### config.mk
export PLATFORM = sky130hd
export DESIGN_NAME = fpnew_opgroup_sched
export DESIGN_NICKNAME = d
export VERILOG_FILES = /design/src/rtl/fpnew_pkg.sv /design/src/rtl/fpnew_sched_id_fifo.sv /design/src/rtl/fpnew_opgroup_sched.sv
export SDC_FILE = /design/constraint.sdc
export NUM_CORES = 1
export LEC_CHECK = 0
export ABC_AREA = 1
export CORE_MARGIN = 2
export CORE_UTILIZATION = 50
export DETAILED_ROUTE_END_ITERATION = 10
export PLACE_DENSITY_LB_ADDON = 0.05
export SLEW_MARGIN = 20
export SYNTH_ARGS = -nofsm -noshare
export SYNTH_HDL_FRONTEND = slang
export SYNTH_SLANG_ARGS = --single-unit
export TNS_END_PERCENT = 100
### constraint.sdc
create_clock -name clk_i -period 3.6 [get_ports clk_i]
set_clock_uncertainty 0.05 [all_clocks]
set_input_delay 0.54 -clock clk_i [delete_from_list [all_inputs] [get_ports clk_i]]
set_output_delay 0.54 -clock clk_i [all_outputs]
set_load 0.05 [all_outputs]
### src/rtl/fpnew_pkg.sv
// -----------------------------------------------------------------------------
// fpnew_pkg
// Shared types and constants for the opgroup scheduler.
//   sched_id_t   : requester index stored per in-flight op
//   SCHED_ID_W   : width of sched_id_t (up to 2**SCHED_ID_W requesters)
//   sched_idx_w(): index width for a given count, never below 1 bit
// -----------------------------------------------------------------------------
package fpnew_pkg;

   localparam int unsigned SCHED_ID_W    = 4;
   localparam int unsigned SCHED_MAX_REQ = 1 << SCHED_ID_W;

   typedef logic [SCHED_ID_W-1:0] sched_id_t;

   function automatic int unsigned sched_idx_w(input int unsigned n);
      return (n > 1) ? $clog2(n) : 1;
   endfunction

endpackage

### src/rtl/fpnew_sched_id_fifo.sv
// -----------------------------------------------------------------------------
// fpnew_sched_id_fifo
// In-order FIFO of requester IDs for ops issued to the shared unit.
// Ports:
//   clk_i, rst_ni : clock, asynchronous active-low reset
//   clr_i         : drop all entries (pointers and count to 0)
//   push_i/data_i : append an ID (accepted when not full, or full with pop)
//   pop_i         : remove head (ignored when empty)
//   full_o/empty_o: occupancy flags
//   head_o        : ID at the head (oldest in-flight op)
//   count_o       : number of stored IDs
// -----------------------------------------------------------------------------
module fpnew_sched_id_fifo
   import fpnew_pkg::*;
#(
   parameter  int unsigned Depth = 4,
   localparam int unsigned CntW  = $clog2(Depth + 1)
) (
   input  logic            clk_i,
   input  logic            rst_ni,
   input  logic            clr_i,
   input  logic            push_i,
   input  sched_id_t       data_i,
   input  logic            pop_i,
   output logic            full_o,
   output logic            empty_o,
   output sched_id_t       head_o,
   output logic [CntW-1:0] count_o
);

   localparam int unsigned     PtrW    = sched_idx_w(Depth);
   localparam logic [PtrW-1:0] LastPtr = PtrW'(Depth - 1);

   sched_id_t       mem_q [Depth];
   logic [PtrW-1:0] wr_ptr_q, wr_ptr_d;
   logic [PtrW-1:0] rd_ptr_q, rd_ptr_d;
   logic [CntW-1:0] count_q, count_d;
   logic            push_eff, pop_eff;

   function automatic logic [PtrW-1:0] ptr_inc(input logic [PtrW-1:0] p);
      return (p == LastPtr) ? '0 : p + PtrW'(1);
   endfunction

   assign full_o  = (count_q == CntW'(Depth));
   assign empty_o = (count_q == '0);
   assign head_o  = mem_q[rd_ptr_q];
   assign count_o = count_q;

   // A push at full is legal only together with a pop: the head slot is read
   // out this cycle and overwritten at the edge.
   assign push_eff = push_i & (~full_o | pop_i);
   assign pop_eff  = pop_i & ~empty_o;

   always_comb begin
      wr_ptr_d = wr_ptr_q;
      rd_ptr_d = rd_ptr_q;
      count_d  = count_q;
      if (clr_i) begin
         wr_ptr_d = '0;
         rd_ptr_d = '0;
         count_d  = '0;
      end else begin
         if (push_eff) wr_ptr_d = ptr_inc(wr_ptr_q);
         if (pop_eff)  rd_ptr_d = ptr_inc(rd_ptr_q);
         case ({push_eff, pop_eff})
            2'b10:   count_d = count_q + CntW'(1);
            2'b01:   count_d = count_q - CntW'(1);
            default: count_d = count_q;
         endcase
      end
   end

   always_ff @(posedge clk_i or negedge rst_ni) begin
      if (!rst_ni) begin
         wr_ptr_q <= '0;
         rd_ptr_q <= '0;
         count_q  <= '0;
      end else begin
         wr_ptr_q <= wr_ptr_d;
         rd_ptr_q <= rd_ptr_d;
         count_q  <= count_d;
      end
   end

   // Storage carries no reset: entries are only read while count is nonzero.
   always_ff @(posedge clk_i) begin
      if (push_eff && !clr_i) mem_q[wr_ptr_q] <= data_i;
   end

endmodule

### src/rtl/fpnew_opgroup_sched.sv
// -----------------------------------------------------------------------------
// fpnew_opgroup_sched
// Shares one in-order opgroup unit among NumReq requesters. Issue is
// combinational (zero latency); the requester index of each issued op is
// queued so that results coming back in order are routed to their owner.
//
// Configuration macro: FPNEW_SCHED_FAIR_EN
//   defined   : round-robin arbitration, pointer moves past each winner
//   undefined : fixed priority, lowest index wins
//
// Ports:
//   clk_i, rst_ni                         : clock, async active-low reset
//   req_valid_i/req_ready_o/req_i         : per-requester issue handshake
//   unit_valid_o/unit_ready_i/unit_req_o  : issue to the shared unit
//   unit_resp_valid_i/_ready_o/unit_resp_i: result from the unit
//   resp_valid_o/resp_ready_i/resp_o      : per-requester result (data broadcast)
//   flush_i/flush_o                       : abort all in-flight ops
//   busy_o, inflight_o                    : ops outstanding / their count
//   err_o                                 : sticky "result with nothing in flight"
// -----------------------------------------------------------------------------
module fpnew_opgroup_sched
   import fpnew_pkg::*;
#(
   parameter  int unsigned NumReq      = 2,
   parameter  int unsigned MaxInflight = 4,
   parameter  type         ReqType     = logic,
   parameter  type         RespType    = logic,
   localparam int unsigned CntW        = $clog2(MaxInflight + 1)
) (
   input  logic              clk_i,
   input  logic              rst_ni,
   input  logic [NumReq-1:0] req_valid_i,
   output logic [NumReq-1:0] req_ready_o,
   input  ReqType            req_i [NumReq],
   output logic              unit_valid_o,
   input  logic              unit_ready_i,
   output ReqType            unit_req_o,
   input  logic              unit_resp_valid_i,
   output logic              unit_resp_ready_o,
   input  RespType           unit_resp_i,
   output logic [NumReq-1:0] resp_valid_o,
   input  logic [NumReq-1:0] resp_ready_i,
   output RespType           resp_o,
   input  logic              flush_i,
   output logic              flush_o,
   output logic              busy_o,
   output logic [CntW-1:0]   inflight_o,
   output logic              err_o
);

   localparam int unsigned IdxW = sched_idx_w(NumReq);

   logic [IdxW-1:0]   arb_winner;
   logic [IdxW-1:0]   winner;
   logic [IdxW-1:0]   hold_idx_q, hold_idx_d;
   logic              hold_q, hold_d;
   logic              err_q, err_d;
   logic              any_valid;
   logic              can_issue, issue_hs, retire_hs;
   logic              fifo_full, fifo_empty;
   sched_id_t         head_id;
   logic [CntW-1:0]   count;
   logic [NumReq-1:0] head_oh;

   assign any_valid = |req_valid_i;

   // ---------------------------------------------------------------- arbiter
`ifdef FPNEW_SCHED_FAIR_EN
   localparam logic [IdxW-1:0] LastIdx = IdxW'(NumReq - 1);

   logic [IdxW-1:0]   ptr_q, ptr_d;
   logic [NumReq-1:0] rot_valid;
   logic [IdxW-1:0]   rr_off;
   logic              rr_found;

   // Rotate the request vector so bit 0 is the pointer position, take the
   // first set bit, then map the offset back to an absolute index.
   always_comb begin
      rot_valid = NumReq'({req_valid_i, req_valid_i} >> ptr_q);
      rr_off    = '0;
      rr_found  = 1'b0;
      for (int unsigned k = 0; k < NumReq; k++) begin
         if (!rr_found && rot_valid[k]) begin
            rr_found = 1'b1;
            rr_off   = IdxW'(k);
         end
      end
      if (ptr_q > (LastIdx - rr_off)) begin
         arb_winner = ptr_q - (LastIdx - rr_off) - IdxW'(1);
      end else begin
         arb_winner = ptr_q + rr_off;
      end
   end

   always_comb begin
      ptr_d = ptr_q;
      if (issue_hs) ptr_d = (winner == LastIdx) ? '0 : winner + IdxW'(1);
   end

   always_ff @(posedge clk_i or negedge rst_ni) begin
      if (!rst_ni) ptr_q <= '0;
      else         ptr_q <= ptr_d;
   end
`else
   logic fp_found;

   always_comb begin
      arb_winner = '0;
      fp_found   = 1'b0;
      for (int unsigned k = 0; k < NumReq; k++) begin
         if (!fp_found && req_valid_i[k]) begin
            fp_found   = 1'b1;
            arb_winner = IdxW'(k);
         end
      end
   end
`endif

   // A requester left waiting (valid, not accepted) keeps the grant until it
   // is accepted or withdraws, so its request is never overtaken mid-wait.
   always_comb begin
      winner = arb_winner;
      if (hold_q && req_valid_i[hold_idx_q]) winner = hold_idx_q;
   end

   assign hold_d     = any_valid & ~issue_hs;
   assign hold_idx_d = winner;

   // ---------------------------------------------------------------- issue
   assign retire_hs    = unit_resp_valid_i & unit_resp_ready_o & ~fifo_empty;
   assign can_issue    = ~fifo_full | retire_hs;
   assign unit_valid_o = any_valid & can_issue & ~flush_i;
   assign issue_hs     = unit_valid_o & unit_ready_i;
   assign unit_req_o   = req_i[winner];

   always_comb begin
      req_ready_o = '0;
      for (int unsigned i = 0; i < NumReq; i++) begin
         req_ready_o[i] = issue_hs & (winner == IdxW'(i));
      end
   end

   // ---------------------------------------------------------------- id fifo
   fpnew_sched_id_fifo #(
      .Depth   (MaxInflight)
   ) u_id_fifo (
      .clk_i   (clk_i),
      .rst_ni  (rst_ni),
      .clr_i   (flush_i),
      .push_i  (issue_hs),
      .data_i  (sched_id_t'(winner)),
      .pop_i   (retire_hs),
      .full_o  (fifo_full),
      .empty_o (fifo_empty),
      .head_o  (head_id),
      .count_o (count)
   );

   // ---------------------------------------------------------------- response
   always_comb begin
      head_oh = '0;
      for (int unsigned i = 0; i < NumReq; i++) begin
         head_oh[i] = (head_id == sched_id_t'(i));
      end
   end

   // A result with nothing in flight is consumed and dropped so the unit
   // cannot stall on it; err_o records the event.
   always_comb begin
      resp_valid_o      = '0;
      unit_resp_ready_o = 1'b0;
      if (!flush_i) begin
         if (fifo_empty) begin
            unit_resp_ready_o = unit_resp_valid_i;
         end else begin
            resp_valid_o      = unit_resp_valid_i ? head_oh : '0;
            unit_resp_ready_o = |(resp_ready_i & head_oh);
         end
      end
   end

   assign err_d = err_q | (unit_resp_valid_i & fifo_empty & ~flush_i);

   always_ff @(posedge clk_i or negedge rst_ni) begin
      if (!rst_ni) begin
         hold_q     <= 1'b0;
         hold_idx_q <= '0;
         err_q      <= 1'b0;
      end else begin
         hold_q     <= hold_d;
         hold_idx_q <= hold_idx_d;
         err_q      <= err_d;
      end
   end

   assign resp_o     = unit_resp_i;
   assign flush_o    = flush_i;
   assign busy_o     = (count != '0);
   assign inflight_o = count;
   assign err_o      = err_q;

endmodule

==> key figures, run 1 <==
Final layout
  – Share of cells above drive strength 1: 14.7%
  – Final instance count without filler cells: 161
  – Diode count: 0
  – Area delta synth->final: 29.6%
  – Finished Cell Area: 1190 um2
  – Fillers: 132
  – NumNets Final: 155

CTS
  – Worst skew pair latency: 0.29 ns
  – Post-CTS Hold Buffers: 0
  – Htree depth: 1
  – CTS sink count: 14
  – Max clock buf depth: 2
  – Postcts setup bufs: 0
  – Clk root buf: clkbuf_4
  – CTS buffer count: 3
  – Clk slew on worst S/H paths: 0.10 ns
  – Post-CTS sizing: 0
  – CTS tree: done

Worst setup path
  – Worst Setup SP: flush_i
  – Reg2reg start: u_id_fifo.count_o[0]
  – Worst EP arrival: 2.55 ns
  – Most Frequent Cell on Critical Path: clkdlybuf4s50_1
  – Cells along the critical path: clkdlybuf4s50_1 > nor2_1 > a21boi_0 > clkdlybuf4s50_1
  – Critical path type: input pin to output pin
  – Flop-to-flop setup slack: 1.24 ns
  – Worst path buffer plus inverter count: 2
  – Crit-path leading delay family: buffers and inverters
  – CP max stage delay: 0.86 ns
  – CP max stage cell: clkdlybuf4s50_1
  – Worst Path Required: 3.01 ns
  – Startpoint class of the critical path: input pin
  – Worst Setup End Kind: output pin
  – Critical path fanouts, max: 6

Power and ir drop
  – Clk pwr share: 22.5%
  – Combinational share of power: 34.7%
  – Psw: 165 uW
  – Int Power: 267 uW
  – Peak VDD IR: 0.232 mV
  – Share of power burned in registers: 42.7%
  – PD cells: 362 nW/um2
  – Leak pwr: 0.569 nW
  – Sw Ratio: 38.2%
  – Pwr Total: 432 uW

Drt
  – Drt initial violations: 6
  – DRT Wirelength: 1860 um
  – Post-route ant nets: 0
  – # DRC: 0
  – DR vias/cell: 4.80
  – Vias: 772
  – WL/cell: 11.6 um
  – Initial DRT Pass Iterations: 4

Outcome
  – Status: finished clean

Timing
  – Final Critical Period: 3.14 ns
  – Fmax: 318 MHz
  – Max-slew violation count: 0
  – Fin crit share: 87.3%
  – Final setup TNS: 0 ns
  – Endpoints failing hold: 0
  – Slew HR: 65.1%
  – # setup viols final: 0
  – RSZ-0062 raised after global routing: false
  – Worst slew pin tran: 0.522 ns

GRT
  – GRT Total Usage: 19.0%
  – First-pass GRT wire length: 2860 um
  – Vias in the first global route: 707
  – Grt ovf: 0
  – Largest net degree at the start of global routing: 11
  – Antenna violations before repair: 0

Floorplanning
  – Area of the die: 2200 um2
  – Core area: 1730 um2
  – DIE HEIGHT: 46.9 um
  – Die width: 46.9 um
  – Starting Density: 53.4%
  – Rows: 15
  – Top-level I/O count: 26

Logic synthesis
  – Syn. warnings: 0
  – Syn Std Cell Area: 922 um2
  – Multiplexer share of the synthesized area: 0%
  – Synth Area per Inst: 8.31 um2
  – Simple-Gate Fraction of Synth Area: 33.8%
  – Register bit total from synthesis: 14
  – Synth Area in Compound Gates: 5.97%
  – Post-synthesis sequential area ratio: 40.2%
  – Synthesized instance count: 111
  – Xor/xnor share of the synthesized area: 0.950%
  – Adder-cell share of the synthesized area: 8.96%
  – Yosys cell types: 24
  – Largest family of logic cells by synthesized area: simple AND/OR/NAND/NOR gates
  – Synthesized Nets: 129

Run
  – # Max-Cap Violations: 0

Placement
  – Dpl cells: 157
  – Placer Congestion: 0.846
  – Placed inst area: 1170 um2
  – IO Port Bufs: 23
  – Detail Placement HPWL: 1470 um

Worst hold path
  – Hold Crit Class: flip-flop to flip-flop
  – Min-delay src: err_o
cells in the final DEF, fill, tap and decap left out, types with 2 or more instances in the layout:
cell,instances
dfrtp_1,10
edfxtp_1,4
inv_1,18
ha_1,5
nand3_1,6
clkbuf_4,3
nand4_1,4
nand3_2,2
nor2_1,11
o21ai_0,5
nand2_2,4
nand2_1,24
inv_2,3
nand2_4,2
clkdlybuf4s50_1,23
nand3_4,2
synthesized netlist by cell type:
cell / count / area [um2]
a21boi_0: 1 / 7.51
a21oi_1: 1 / 5.00
a21oi_2: 1 / 8.76
buf_4: 2 / 15.0
dfrtp_1: 10 / 250
edfxtp_1: 4 / 120
fa_1: 1 / 20.0
ha_1: 5 / 62.6
inv_1: 18 / 67.6
inv_2: 3 / 11.3
nand2_1: 24 / 90.1
nand2_2: 4 / 25.0
nand2_4: 2 / 22.5
nand3_1: 6 / 30.0
nand3_2: 2 / 20.0
nand3_4: 2 / 35.0
nand4_1: 4 / 25.0
nor2_1: 11 / 41.3
nor2_2: 1 / 6.26
nor2_4: 1 / 11.3
nor3_1: 1 / 5.00
o21ai_0: 5 / 25.0
o21ai_2: 1 / 8.76
xnor2_1: 1 / 8.76
sequential cells by signal, summed over array words and instances, names as in the netlist:
name	flops
hold_idx_q	1
u_id_fifo.wr_ptr_q	2
u_id_fifo.rd_ptr_q	2
u_id_fifo.mem_q	4
hold_q	1
err_o	1
u_id_fifo.count_o	3
area by class of cell:
type	count	area, um2	share of cell area, %
multi-input cells	74	458	38.3
clock inverters	1	3.75	0.314
well taps	25	31.3	2.62
inverters	21	78.8	6.60
repair buffers	23	230	19.3
flip-flops and latches	14	370	31.0
clock buffers	3	22.5	1.88
final timing paths:
kind,to,cells past startpoint
max,unit_valid_o,4
min,err_o,2
max reg2reg,u_id_fifo.count_o[2],16
min reg2reg,err_o,2
max in group asynchronous,hold_q,1
min in group asynchronous,u_id_fifo.rd_ptr_q[1],1
layer usage:
layer / up-vias / GRT usage (%) / wire (um)
li1: 396 / - / -
met1: 352 / 23.9 / 840
met2: 19 / 31.0 / 916
met3: 5 / 2.31 / 62
met4: 0 / 11.7 / 45
met5: - / 0 / 0
through the flow:
step / hold slack [ns] / utilization, % / setup WS [ns]
after floorplan: 0.194 / - / 0.417
after global placement: 0.398 / 67.7 / 0.493
after detailed placement: 0.401 / 67.7 / 0.459
after CTS: 0.426 / 69.2 / 0.455
after global routing: 0.448 / 69.2 / 0.343
final: 0.420 / 69.2 / 0.458
power by group through the flow:
stage / clock network [mW] / registers (mW) / logic, mW
2_1_floorplan: 0 / 0.197 / 0.0940
3_3_place_gp: 0 / 0.187 / 0.148
3_5_place_dp: 0 / 0.188 / 0.151
4_1_cts: 0.0981 / 0.185 / 0.151
5_1_grt: 0.103 / 0.186 / 0.164
6_report: 0.0974 / 0.185 / 0.150
cells by family (layout without fill, tap and decap cells):
kind of cell | Yosys count | count (layout)
AOI/OAI and AO/OA | 9 | 9
and+or+nand+nor | 58 | 58
DFF | 14 | 14
buffers and inverters | 23 | 48
xor gates and xnor gates | 1 | 1
adders and majority gates | 6 | 6
tightest hold or removal path: cells and delay by family (launching register included):
kind | cells | cell delay (ns)
DFF | 1 | 0.36
and+or+nand+nor | 1 | 0.05
buffers and inverters | 1 | 0.04
Note: power is estimated with default switching activity, not from simulation.
==> inputs of run 2 (changes only) <==
--- a/config.mk
+++ b/config.mk
@@ -6,10 +6,13 @@
 export NUM_CORES = 1
 export LEC_CHECK = 0
 export ABC_AREA = 1
+export CELL_PAD_IN_SITES_DETAIL_PLACEMENT = 0
+export CELL_PAD_IN_SITES_GLOBAL_PLACEMENT = 1
 export CORE_MARGIN = 2
-export CORE_UTILIZATION = 50
+export CORE_UTILIZATION = 38
+export CTS_BUF_LIST = sky130_fd_sc_hd__clkbuf_4
 export DETAILED_ROUTE_END_ITERATION = 10
-export PLACE_DENSITY_LB_ADDON = 0.05
+export PLACE_DENSITY_LB_ADDON = 0.15
 export SLEW_MARGIN = 20
 export SYNTH_ARGS = -nofsm -noshare
 export SYNTH_HDL_FRONTEND = slang
==> run 2 against run 1 <==
Effect of this change:
- sequential share of layout area down 0.097 points
- worst setup slack got worse by 0.030 ns
- wire length fell by 8.3%
- largest cell class unchanged
- largest power group unchanged
- highest routed layer unchanged
==> key figures, run 2 (synthesis gave the netlist of run 1 again) <==
Run
  – # Max-Cap Violations: 0

CTS
  – Worst skew pair latency: 0.27 ns
  – Post-CTS Hold Buffers: 0
  – Post-CTS sizing: 0
  – Clk slew on worst S/H paths: 0.08 ns
  – Max clock buf depth: 2
  – CTS tree: done
  – Clk root buf: clkbuf_4
  – CTS sink count: 14
  – CTS buffer count: 3
  – Postcts setup bufs: 0
  – Htree depth: 1

Drt
  – Post-route ant nets: 0
  – Highest Signal Layer: met4
  – DRT Wirelength: 1710 um
  – Routed wl met3: 68 um
  – # DRC: 0
  – Met2 WL: 828 um
  – Vias: 750
  – DR vias/cell: 4.57
  – WL/cell: 10.4 um
  – Drt initial violations: 6
  – Initial DRT Pass Iterations: 4
  – Metal-1 WL: 804 um

Final layout
  – Share of cells above drive strength 1: 14.7%
  – Max FFs per register: 4
  – Commonest cells after routing, fill and taps aside: 24 x nand2_1, 23 x clkdlybuf4s50_1, 18 x inv_1, 11 x nor2_1, 10 x dfrtp_1
  – Fillers: 230
  – Reg with most FFs: u_id_fifo.mem_q
  – Diode count: 0
  – Area delta synth->final: 30.0%
  – Commonest non-fill, non-tap cell in the layout: nand2_1
  – NumNets Final: 155

Worst setup path
  – Critical path fanouts, max: 6
  – Worst EP arrival: 2.58 ns
  – Worst Reg-to-Reg Cells: 17
  – Worst Setup SP: flush_i
  – Startpoint class of the critical path: input pin
  – Critical path type: input pin to output pin
  – Worst Path Required: 3.01 ns
  – Worst Setup End Kind: output pin
  – Reg2reg start: u_id_fifo.rd_ptr_q[0]

GRT
  – Largest net degree at the start of global routing: 11
  – Grt ovf: 0
  – Vias in the first global route: 742
  – Antenna violations before repair: 0
  – GRT Total Usage: 14.5%
  – First-pass GRT wire length: 2930 um

Power and ir drop
  – PD cells: 353 nW/um2
  – Pwr Total: 423 uW
  – Leak pwr: 0.569 nW
  – Peak VDD IR: 0.268 mV

Timing
  – Endpoints failing hold: 0
  – Max-slew violation count: 0
  – Fmax: 315 MHz
  – Min Hold Slack: 0.429 ns
  – Fin crit share: 88.1%
  – Final worst slack: 0.428 ns
  – Slew HR: 65.8%
  – RSZ-0062 raised after global routing: false
  – Final setup TNS: 0 ns
  – Worst slew pin tran: 0.511 ns
  – Final Critical Period: 3.17 ns
  – # setup viols final: 0

Floorplanning
  – DIE HEIGHT: 53.3 um
  – Rows: 17
  – Core area: 2250 um2
  – Die width: 53.3 um
  – Top-level I/O count: 26
  – Area of the die: 2840 um2
  – Starting Density: 40.9%

Placement
  – Pre-CTS setup slack: 0.441 ns
  – Detail Placement HPWL: 1370 um
  – Placer Congestion: 0.810
  – IO Port Bufs: 23

Worst hold path
  – Min-delay src: err_o
  – Worst hold stages: 2
  – Hold Crit Class: flip-flop to flip-flop

Outcome
  – Status: finished clean
-- run 2: cell counts in the layout (fill, tap and decap cells not counted) --
No cell type changed its count.
-- run 2: layout make-up --
type | count | area, um2 | area share [%]
clock buffers | 3 | 22.5 | 1.88
well taps | 28 | 35.0 | 2.92
repair buffers | 23 | 230 | 19.2
flip-flops and latches | 14 | 370 | 30.9
inverters | 21 | 78.8 | 6.58
clock inverters | 1 | 3.75 | 0.313
multi-input cells | 74 | 458 | 38.2
-- run 2: final timing paths --
kind                                          to  slack [ns]
min                                        err_o        0.43
max reg2reg                 u_id_fifo.count_o[2]        1.29
max                                 unit_valid_o        0.43
min in group asynchronous                  err_o        0.53
max in group asynchronous  u_id_fifo.wr_ptr_q[1]        2.64
min reg2reg                                err_o        0.43
-- run 2: through the flow --
| stage | std cells | utilization [%] | cell area [um2] |
|---|---|---|---|
| floorplan | 111 | - | 922 |
| global placement | 160 | 52.0 | 1170 |
| detailed placement | 160 | 52.0 | 1170 |
| CTS | 164 | 53.2 | 1200 |
| global route | 164 | 53.2 | 1200 |
| finish | 164 | 53.2 | 1200 |
-- run 2: layer usage --
layer  vias to the layer above  GRT usage, %
li1                        398             -
met1                       336          17.3
met2                        14          23.7
met3                         2          3.39
met4                         0          8.12
met5                         -             0
-- run 2: report_power, final --
| group | internal, mW | switching (mW) |
|---|---|---|
| logic | 0.0528 | 0.0961 |
| registers | 0.174 | 0.0105 |
| clock network | 0.0401 | 0.0498 |
| total | 0.267 | 0.156 |
-- run 2: critical path, stage by stage --
cell and delay, ns:
clkdlybuf4s50_1 0.56, nor2_1 0.30, a21boi_0 0.32, clkdlybuf4s50_1 0.87
==> inputs of run 3 (changes only) <==
--- a/config.mk
+++ b/config.mk
@@ -8,12 +8,11 @@
 export ABC_AREA = 1
 export CELL_PAD_IN_SITES_DETAIL_PLACEMENT = 0
 export CELL_PAD_IN_SITES_GLOBAL_PLACEMENT = 1
-export CORE_MARGIN = 2
 export CORE_UTILIZATION = 38
 export CTS_BUF_LIST = sky130_fd_sc_hd__clkbuf_4
 export DETAILED_ROUTE_END_ITERATION = 10
 export PLACE_DENSITY_LB_ADDON = 0.15
-export SLEW_MARGIN = 20
+export SLEW_MARGIN = 10
 export SYNTH_ARGS = -nofsm -noshare
 export SYNTH_HDL_FRONTEND = slang
 export SYNTH_SLANG_ARGS = --single-unit
==> run 3 against run 2 <==
Effect of this change:
- hold slack worse by 0.0058 ns
- maximum frequency is 0.12% higher
- sequential cell count did not move
==> key figures, run 3 (synthesis gave the netlist of run 1 again) <==
Worst setup path
  – Crit-path leading delay family: buffers and inverters
  – Worst EP arrival: 2.58 ns
  – Worst path depth: 4
  – Startpoint class of the critical path: input pin
  – Worst Setup End Kind: output pin
  – Worst Path Required: 3.01 ns
  – Worst path buffer plus inverter count: 2
  – CP max stage cell: clkdlybuf4s50_1
  – Critical path fanouts, max: 6
  – Critical path type: input pin to output pin
  – CP max stage delay: 0.86 ns
  – Flop-to-flop setup slack: 1.30 ns
  – Cells along the critical path: clkdlybuf4s50_1 > nor2_1 > a21boi_0 > clkdlybuf4s50_1
  – Worst Reg-to-Reg Cells: 16
  – Most Frequent Cell on Critical Path: clkdlybuf4s50_1

Timing
  – Final setup TNS: 0 ns
  – Endpoints failing hold: 0
  – Final Critical Period: 3.17 ns
  – Max-slew violation count: 0
  – Worst slew pin tran: 0.495 ns
  – # setup viols final: 0
  – Fmax: 316 MHz
  – Fin crit share: 88.0%
  – Slew HR: 66.8%
  – Final worst slack: 0.431 ns
  – RSZ-0062 raised after global routing: false

Run
  – # Max-Cap Violations: 0

Power and ir drop
  – Leak pwr: 0.569 nW
  – Peak VDD IR: 0.192 mV
  – PD cells: 355 nW/um2

Drt
  – DR vias/cell: 4.48
  – WL/cell: 10.0 um
  – # DRC: 0
  – Drt initial violations: 13
  – DRT Wirelength: 1640 um
  – Post-route ant nets: 0
  – Vias: 735
  – Initial DRT Pass Iterations: 4

GRT
  – Grt ovf: 0
  – Largest net degree at the start of global routing: 11
  – First-pass GRT wire length: 2990 um
  – Antenna violations before repair: 0
  – Vias in the first global route: 736
  – GRT Total Usage: 15.8%

Worst hold path
  – Worst hold stages: 2
  – Hold Crit Class: flip-flop to flip-flop

Floorplanning
  – Top-level I/O count: 26
  – Core area: 2250 um2
  – DIE HEIGHT: 51.3 um
  – Starting Density: 40.9%
  – Rows: 17
  – Area of the die: 2630 um2
  – Die width: 51.3 um

CTS
  – Max clock buf depth: 2
  – Postcts setup bufs: 0
  – Worst skew pair latency: 0.28 ns
  – Clk root buf: clkbuf_4
  – CTS sink count: 14
  – Post-CTS sizing: 0
  – Post-CTS Hold Buffers: 0
  – CTS buffer count: 3
  – Clk slew on worst S/H paths: 0.09 ns
  – CTS tree: done
  – Htree depth: 1

Final layout
  – Storage cell area: 370 um2
  – Commonest non-fill, non-tap cell in the layout: nand2_1
  – Max FFs per register: 4
  – Commonest cells after routing, fill and taps aside: 24 x nand2_1, 23 x clkdlybuf4s50_1, 18 x inv_1, 11 x nor2_1, 10 x dfrtp_1
  – NumNets Final: 155
  – Multi-input logic area: 458 um2
  – Area delta synth->final: 30.0%
  – Reg with most FFs: u_id_fifo.mem_q
  – Fillers: 223
  – Diode count: 0
  – Share of cells above drive strength 1: 14.7%

Placement
  – Pre-CTS setup slack: 0.445 ns
  – Placer Congestion: 0.805
  – Detail Placement HPWL: 1310 um
  – IO Port Bufs: 23

Outcome
  – Status: finished clean
==> run 3: worst reg2reg max path: cells and delay by family, from the launching register on <==
| family | cells | cell delay, ns |
|---|---|---|
| adders and majority gates | 1 | 0.37 |
| buffers and inverters | 2 | 0.11 |
| and+or+nand+nor | 12 | 0.99 |
| DFF | 1 | 0.48 |
| xor gates and xnor gates | 1 | 0.19 |
==> run 3: layout make-up <==
class                   instances  area share [%]
flip-flops and latches         14            30.9
multi-input cells              74            38.2
inverters                      21            6.58
clock buffers                   3            1.88
well taps                      28            2.92
repair buffers                 23            19.2
clock inverters                 1           0.313
==> run 3: power breakdown <==
group | total [mW] | internal, mW | switching [mW]
sequential | 0.185 | 0.174 | 0.0105
combinational | 0.148 | 0.0527 | 0.0952
clock | 0.0933 | 0.0402 | 0.0531
total | 0.426 | 0.267 | 0.159
==> run 3: metal layers <==
metal	vias up	GRT usage [%]	part of all wire (%)
met4	0	9.46	2.1
met5	-	0	0
met3	4	2.68	3.6
li1	402	-	-
met2	16	25.7	45
met1	313	19.4	49
==> run 3: path summary, 6_finish.rpt <==
kind | from | to
max | flush_i | unit_valid_o
min | err_o | err_o
max reg2reg | u_id_fifo.count_o[0] | u_id_fifo.count_o[2]
min reg2reg | err_o | err_o
max in group asynchronous | rst_ni | u_id_fifo.wr_ptr_q[1]
min in group asynchronous | rst_ni | err_o
==> run 3: stage by stage <==
stage          cell area, um2  hold slack (ns)  power [mW]  cells  utilization, %
2_1_floorplan             922            0.194       0.291    111               -
3_3_place_gp             1170            0.399       0.336    160            52.0
3_5_place_dp             1170            0.409       0.337    160            52.0
4_1_cts                  1200            0.431       0.430    164            53.2
5_1_grt                  1200            0.483       0.452    164            53.2
6_report                 1200            0.424       0.426    164            53.2
